===== src/rtl/video_pkg.sv =====
`default_nettype none
// ============================================================================
// Module   : video_pkg
// Brief    : Shared Wishbone cycle-type codes and frame-reader state encoding.
// Revision : 1.0
// ============================================================================
package video_pkg;

    localparam logic [2:0] CTI_CLASSIC = 3'b000;
    localparam logic [2:0] CTI_INCR    = 3'b010;
    localparam logic [2:0] CTI_EOB     = 3'b111;
    localparam logic [1:0] BTE_LINEAR  = 2'b00;

    // S_ prefix keeps the burst state distinct from the BURST length parameter.
    typedef enum logic [1:0] {
        S_IDLE  = 2'd0,
        S_BURST = 2'd1,
        S_PAUSE = 2'd2
    } rd_state_t;

    function automatic logic [2:0] cti_for(input logic last);
        return last ? CTI_EOB : CTI_INCR;
    endfunction

endpackage
`default_nettype wire


===== src/rtl/pixel_fifo.sv =====
`default_nettype none
// ============================================================================
// Module   : pixel_fifo
// Brief    : Synchronous show-ahead FIFO with flush; head entry is always on rdata.
// Revision : 1.0
// ============================================================================
module pixel_fifo #(
    parameter int WIDTH = 25,
    parameter int DEPTH = 64
) (
    input  logic                     clk,
    input  logic                     rst,
    input  logic                     flush,
    input  logic                     wr,
    input  logic [WIDTH-1:0]         wdata,
    input  logic                     rd,
    output logic [WIDTH-1:0]         rdata,
    output logic                     empty,
    output logic [$clog2(DEPTH):0]   level
);

    localparam int AW = $clog2(DEPTH);

    logic [WIDTH-1:0] r_mem [DEPTH];
    logic [AW:0]      r_wptr;
    logic [AW:0]      r_rptr;
    logic             w_full;
    logic             w_push;
    logic             w_pop;

    // Extra pointer MSB tells full from empty when the index bits match.
    assign empty  = (r_wptr == r_rptr);
    assign w_full = (r_wptr[AW] != r_rptr[AW]) && (r_wptr[AW-1:0] == r_rptr[AW-1:0]);
    assign w_push = wr && !w_full && !flush;
    assign w_pop  = rd && !empty && !flush;
    assign level  = r_wptr - r_rptr;
    assign rdata  = r_mem[r_rptr[AW-1:0]];

    always_ff @(posedge clk) begin
        if (w_push) begin
            r_mem[r_wptr[AW-1:0]] <= wdata;
        end
    end

    always_ff @(posedge clk or posedge rst) begin
        if (rst) begin
            r_wptr <= '0;
            r_rptr <= '0;
        end else if (flush) begin
            r_wptr <= '0;
            r_rptr <= '0;
        end else begin
            if (w_push) begin
                r_wptr <= r_wptr + (AW+1)'(1);
            end
            if (w_pop) begin
                r_rptr <= r_rptr + (AW+1)'(1);
            end
        end
    end

endmodule
`default_nettype wire


===== src/rtl/wshb_frame_reader.sv =====
`default_nettype none
// ============================================================================
// Module   : wshb_frame_reader
// Brief    : Wishbone burst read master streaming a 32bpp framebuffer as 24-bit pixels.
// Revision : 1.0
// ============================================================================
module wshb_frame_reader
    import video_pkg::*;
#(
    parameter int          HDISP      = 800,
    parameter int          VDISP      = 480,
    parameter logic [31:0] BASE_ADDR  = 32'h0000_0000,
    parameter int          BURST      = 16,
    parameter int          FIFO_DEPTH = 64
) (
    input  logic        clk,
    input  logic        rst,
    input  logic        enable,
    input  logic        frame_restart,
    output logic        wshb_cyc,
    output logic        wshb_stb,
    output logic [31:0] wshb_adr,
    output logic        wshb_we,
    output logic [3:0]  wshb_sel,
    output logic [31:0] wshb_dat_ms,
    output logic [2:0]  wshb_cti,
    output logic [1:0]  wshb_bte,
    input  logic [31:0] wshb_dat_sm,
    input  logic        wshb_ack,
    output logic [23:0] pix_data,
    output logic        pix_sof,
    output logic        pix_valid,
    input  logic        pix_ready
);

    localparam int NPIX = HDISP * VDISP;
    localparam int IDXW = $clog2(NPIX);
    localparam int BW   = $clog2(BURST);
    localparam int LW   = $clog2(FIFO_DEPTH) + 1;

    localparam logic [IDXW-1:0] c_last_idx  = IDXW'(NPIX - 1);
    localparam logic [BW-1:0]   c_last_beat = BW'(BURST - 1);
    localparam logic [LW-1:0]   c_depth     = LW'(FIFO_DEPTH);
    localparam logic [LW-1:0]   c_burst     = LW'(BURST);

    rd_state_t         r_state;
    logic              r_cyc;
    logic [31:0]       r_adr;
    logic [2:0]        r_cti;
    logic [IDXW-1:0]   r_idx;
    logic [BW-1:0]     r_beat;

    logic [LW-1:0]     w_level;
    logic [LW-1:0]     w_free;
    logic              w_empty;
    logic [24:0]       w_rdata;
    logic [24:0]       w_wdata;
    logic              w_ack;
    logic              w_fifo_wr;
    logic              w_pop;
    logic              w_last;
    logic              w_next_last;
    logic              w_start;
    logic              w_unused;

    assign w_ack       = (r_state == S_BURST) && wshb_ack;
    assign w_fifo_wr   = w_ack && !frame_restart;
    assign w_wdata     = {(r_idx == '0), wshb_dat_sm[23:0]};
    assign w_pop       = pix_ready && !w_empty;
    assign w_last      = (r_beat == c_last_beat) || (r_idx == c_last_idx);
    assign w_next_last = ((r_beat + BW'(1)) == c_last_beat) || ((r_idx + IDXW'(1)) == c_last_idx);
    // Level is exact outside BURST, so no separate reservation counter is needed.
    assign w_free      = c_depth - w_level;
    assign w_start     = enable && (w_free >= c_burst);
    assign w_unused    = ^wshb_dat_sm[31:24];

    pixel_fifo #(
        .WIDTH (25),
        .DEPTH (FIFO_DEPTH)
    ) u_fifo (
        .clk   (clk),
        .rst   (rst),
        .flush (frame_restart),
        .wr    (w_fifo_wr),
        .wdata (w_wdata),
        .rd    (w_pop),
        .rdata (w_rdata),
        .empty (w_empty),
        .level (w_level)
    );

    always_ff @(posedge clk or posedge rst) begin
        if (rst) begin
            r_state <= S_IDLE;
            r_cyc   <= 1'b0;
            r_adr   <= BASE_ADDR;
            r_cti   <= CTI_CLASSIC;
            r_idx   <= '0;
            r_beat  <= '0;
        end else if (frame_restart) begin
            r_state <= S_PAUSE;
            r_cyc   <= 1'b0;
            r_adr   <= BASE_ADDR;
            r_cti   <= CTI_CLASSIC;
            r_idx   <= '0;
            r_beat  <= '0;
        end else begin
            case (r_state)
                // Pause shares the start decision with idle so the bus is
                // released for exactly one cycle when the FIFO has room.
                S_IDLE, S_PAUSE: begin
                    if (w_start) begin
                        r_state <= S_BURST;
                        r_cyc   <= 1'b1;
                        r_beat  <= '0;
                        r_cti   <= cti_for(r_idx == c_last_idx);
                    end else begin
                        r_state <= S_IDLE;
                    end
                end
                S_BURST: begin
                    if (wshb_ack) begin
                        if (r_idx == c_last_idx) begin
                            r_idx <= '0;
                            r_adr <= BASE_ADDR;
                        end else begin
                            r_idx <= r_idx + IDXW'(1);
                            r_adr <= r_adr + 32'd4;
                        end
                        if (w_last) begin
                            r_state <= S_PAUSE;
                            r_cyc   <= 1'b0;
                            r_cti   <= CTI_CLASSIC;
                            r_beat  <= '0;
                        end else begin
                            r_beat  <= r_beat + BW'(1);
                            r_cti   <= cti_for(w_next_last);
                        end
                    end
                end
                default: begin
                    r_state <= S_IDLE;
                    r_cyc   <= 1'b0;
                end
            endcase
        end
    end

    assign wshb_cyc    = r_cyc;
    assign wshb_stb    = r_cyc;
    assign wshb_adr    = r_adr;
    assign wshb_cti    = r_cti;
    assign wshb_we     = 1'b0;
    assign wshb_sel    = 4'hF;
    assign wshb_dat_ms = 32'h0;
    assign wshb_bte    = BTE_LINEAR;

    assign pix_valid   = !w_empty;
    assign pix_data    = w_rdata[23:0];
    assign pix_sof     = w_rdata[24];

endmodule
`default_nettype wire


===== config.mk =====
export PLATFORM = sky130hd
export DESIGN_NAME = wshb_frame_reader
export DESIGN_NICKNAME = d
export VERILOG_FILES = /design/src/rtl/video_pkg.sv /design/src/rtl/pixel_fifo.sv /design/src/rtl/wshb_frame_reader.sv
export SDC_FILE = /design/constraint.sdc
export NUM_CORES = 2
export LEC_CHECK = 0
export CORE_MARGIN = 2
export CORE_UTILIZATION = 35
export CTS_CLUSTER_DIAMETER = 80
export DETAILED_ROUTE_END_ITERATION = 12
export PLACE_DENSITY_LB_ADDON = 0.05
export SYNTH_ARGS = -nofsm -noshare
export SYNTH_HDL_FRONTEND = slang
export SYNTH_SLANG_ARGS = --single-unit
export TNS_END_PERCENT = 30

===== constraint.sdc =====
create_clock -name clk -period 5.3 [get_ports clk]
set_clock_uncertainty 0.2 [all_clocks]
set_input_delay 0.795 -clock clk [delete_from_list [all_inputs] [get_ports clk]]
set_output_delay 0.795 -clock clk [all_outputs]
set_load 0.05 [all_outputs]

==> impl_metrics.csv <==
group,metric,value,unit
setup_path,startpoint,"u_fifo.r_rptr[0]",
die,fp.dieW,437.2,um
cts,tritoncts,"built",
cts,clk_pin_slew,60,ps
cts,htreeDepth,4,
sta,tns,0,ps
global_routing,overflow,0,
place,dpl_cell_area,0.07083,mm2
cts,cts_sinks,1672,
place,io_buffer_count,90,
synthesis,netlist_instances,3170,
sta,slew_violations,0,
synthesis,synth-main-ff-cell,"edfxtp_1",
routing,vias,32610,
setup_path,rr_startpoint,"u_fifo.r_rptr[1]",
synthesis,ys_async_sr_fraction,4.306,%
routing,drt-initial-drc-count,3053,
sta,rsz0062_at_grt,"false",
pwr,power_density,365.4,mW/mm2
cts,cts_buffers,185,
global_routing,antenna_found_initial,7,
cts,clk_path_buf_depth,3,
sta,slew_headroom,10.08,%
routing,wl_per_cell,30.86,um
finish,drive_gt1_share,26.93,%
sta,worst_slew_pin_slew,1346,ps
cts,clock_latency,810,ps
synthesis,ys_top_cells_by_count,"edfxtp_1 (1600), mux4_2 (416), nor2_1 (123)",
die,dieArea,0.1912,mm2
setup_path,path_class,"reg -> out",
routing,routed_wl,188.1,mm
die,die_y,437.2,um
cts,root_buffer,"clkbuf_16",
synthesis,synth_top_area_cell,"edfxtp_1",
sta,period_share,96.45,%
global_routing,grt_usage,19.68,%
finish,area_growth,16.73,%
setup_path,worst_ep_required_time,4300,ps
routing,ant_nets,0,
finish,fin_nets,3506,
routing,vias_per_cell,5.350,
finish,design_area,0.07668,mm2
synthesis,synth-seq-area-share,75.89,%
place,dpl.hpwl,106.7,mm
synthesis,netlist-cell-type-count,51,
global_routing,grt_pass1_vias,34220,
synthesis,yosys_warnings,0,
finish,fin_cells,6095,
place,gp_congestion,0.7672,
global_routing,grt_max_degree,68,
synthesis,syn_area_per_cell,20.72,um2
synthesis,yosysTopAreaCellShare,73.14,%
die,core-area,0.1872,mm2
run,maxCapViolations,0,
pwr,p_leak,23.36,nW
die,row_count,159,
pwr,peakVddDrop,0.2524,mV
synthesis,synth_edf_count,1600,
sta,max_freq,195.6,MHz
sta,timing_hold_violations_final,0,
sta,finalSetupViolCount,0,
place,place_inst,5754,
setup_path,cp-start-kind,"flip-flop",
synthesis,yosysMostFrequentCell,"edfxtp_1",
synthesis,synth-seq-cells,1672,
die,io_pins,140,
routing,drt-pass1-iter-count,8,
setup_path,end_kind,"output pin",
min_path,worstHoldStart,"wshb_cti[1]",
global_routing,grt_pass1_wl,264.4,mm
sta,fin_crit,5112,ps
synthesis,synth.area.top_cells,"edfxtp_1 (73%), mux4_2 (14%), dfrtp_1 (2.7%), mux2i_1 (1.6%), o21ai_0 (0.79%)",
setup_path,crit_fanout,58,
min_path,min_path_type,"reg -> reg",
synthesis,syn-cell-area,0.06569,mm2
setup_path,cp_data_arrival_time,4120,ps
routing,remaining_drc_errors,0,
outcome,outcome,"finished, final reports clean",
die,start_util,35.09,%
-- kinds of logic (layout without fill, tap and decap cells) --
logic type	after synthesis	in the layout	share of synthesized area, %
AOI/OAI and AO/OA	322	322	2.992
and+or+nand+nor	364	364	2.598
adders and majority gates	20	20	0.3924
other	2	43	0.01143
muxes	526	526	15.94
xor gates and xnor gates	26	26	0.3467
DFF	1672	1672	75.89
buffers and inverters	238	627	1.829
-- where the power goes --
part	internal (mW)	leakage, nW	switching [mW]	total (mW)
Clock	7.13	2.82	5.21	12.3
Sequential	14.5	15.3	0.00841	14.5
Combinational	0.447	5.19	0.740	1.19
-- what timing repair did --
| item | CTS | global route |
|---|---|---|
| gates resized for setup | 0 | 2 |
| setup endpoints to repair | 9 | 3 |
| setup buffers | 1 | 0 |
| hold buffers | 1 | 0 |
| hold endpoints to repair | 8 | 0 |
-- registers in the layout, indices dropped and copies added, names as in the netlist --
name           count
u_fifo.r_mem    1600
wshb_adr          30
r_idx             19
u_fifo.r_rptr      7
u_fifo.r_wptr      7
r_beat             4
r_state            2
wshb_cti           2
wshb_cyc           1
-- metal layers --
layer	vias up	share of wire, %	GRT usage (%)	routed length (um)
met5	-	0	0	0
met4	0	1.6	4.333	2976
met3	209	4.1	2.776	7706
met2	808	50	33.17	94020
met1	17900	44	27.15	83370
li1	13690	-	-	-
-- layout by cell type (no fill, tap or decap), types with 7 or more instances in the layout --
cell type	n
a211oi_1	32
a21oi_1	70
a31oi_1	22
and2_1	7
and3_1	9
buf_12	35
buf_2	24
buf_4	165
bufinv_16	13
clkbuf_1	42
clkbuf_16	188
clkdlybuf4s50_1	41
clkinv_1	50
clkinv_2	28
conb_1	41
dfrtp_1	66
edfxtp_1	1600
ha_1	19
inv_1	20
mux2i_1	107
mux4_2	416
nand2_1	89
nand3_1	35
nand4_1	23
nor2_1	57
nor2_4	65
nor2b_1	34
nor3_1	12
o21ai_0	104
o221ai_1	40
o22ai_1	38
or3_1	7
xnor2_1	12
xor2_1	14
-- cell type report --
type | instances | area, um2
tap | 2495 | 3122
clock buffer | 230 | 4862
sequential | 1672 | 49870
inverter | 22 | 86.33
fill | 16470 | 110500
antenna | 2 | 5.005
clock inverter | 107 | 937.1
timing repair buffer | 268 | 2519
multi-input combinational | 1299 | 15280
-- metrics by stage --
stage | util [%] | worst slack [ps] | total power [mW] | hold WS, ps
after floorplan | - | 819.2 | 15.52 | 295.0
after global placement | 37.84 | 799.7 | 15.95 | 300.0
after detailed placement | 37.84 | 804.2 | 15.98 | 313.2
after CTS | 40.95 | 11.60 | 28.37 | 322.4
after global routing | 40.96 | 1.497 | 28.95 | 346.6
final | 40.96 | 187.9 | 28.02 | 319.5
-- worst paths after layout --
path	endpoint	slack [ps]	cells after the start
max reg2reg	u_fifo.r_mem[47][7]	1070	10
max in group asynchronous	u_fifo.r_rptr[0]	3180	4
max	pix_data[2]	190	8
min reg2reg	wshb_cti[1]	320	2
min	wshb_cti[1]	320	2
min in group asynchronous	u_fifo.r_rptr[6]	570	3
-- critical path, cell delays in order, from the launching register on --
cell	delay, ps
dfrtp_4	470
buf_12	180
buf_16	350
mux4_2	560
nor2b_1	140
a211oi_1	480
a21oi_1	180
mux4_2	580
buf_4	220
No activity file was read; power rests on OpenSTA's default activity.
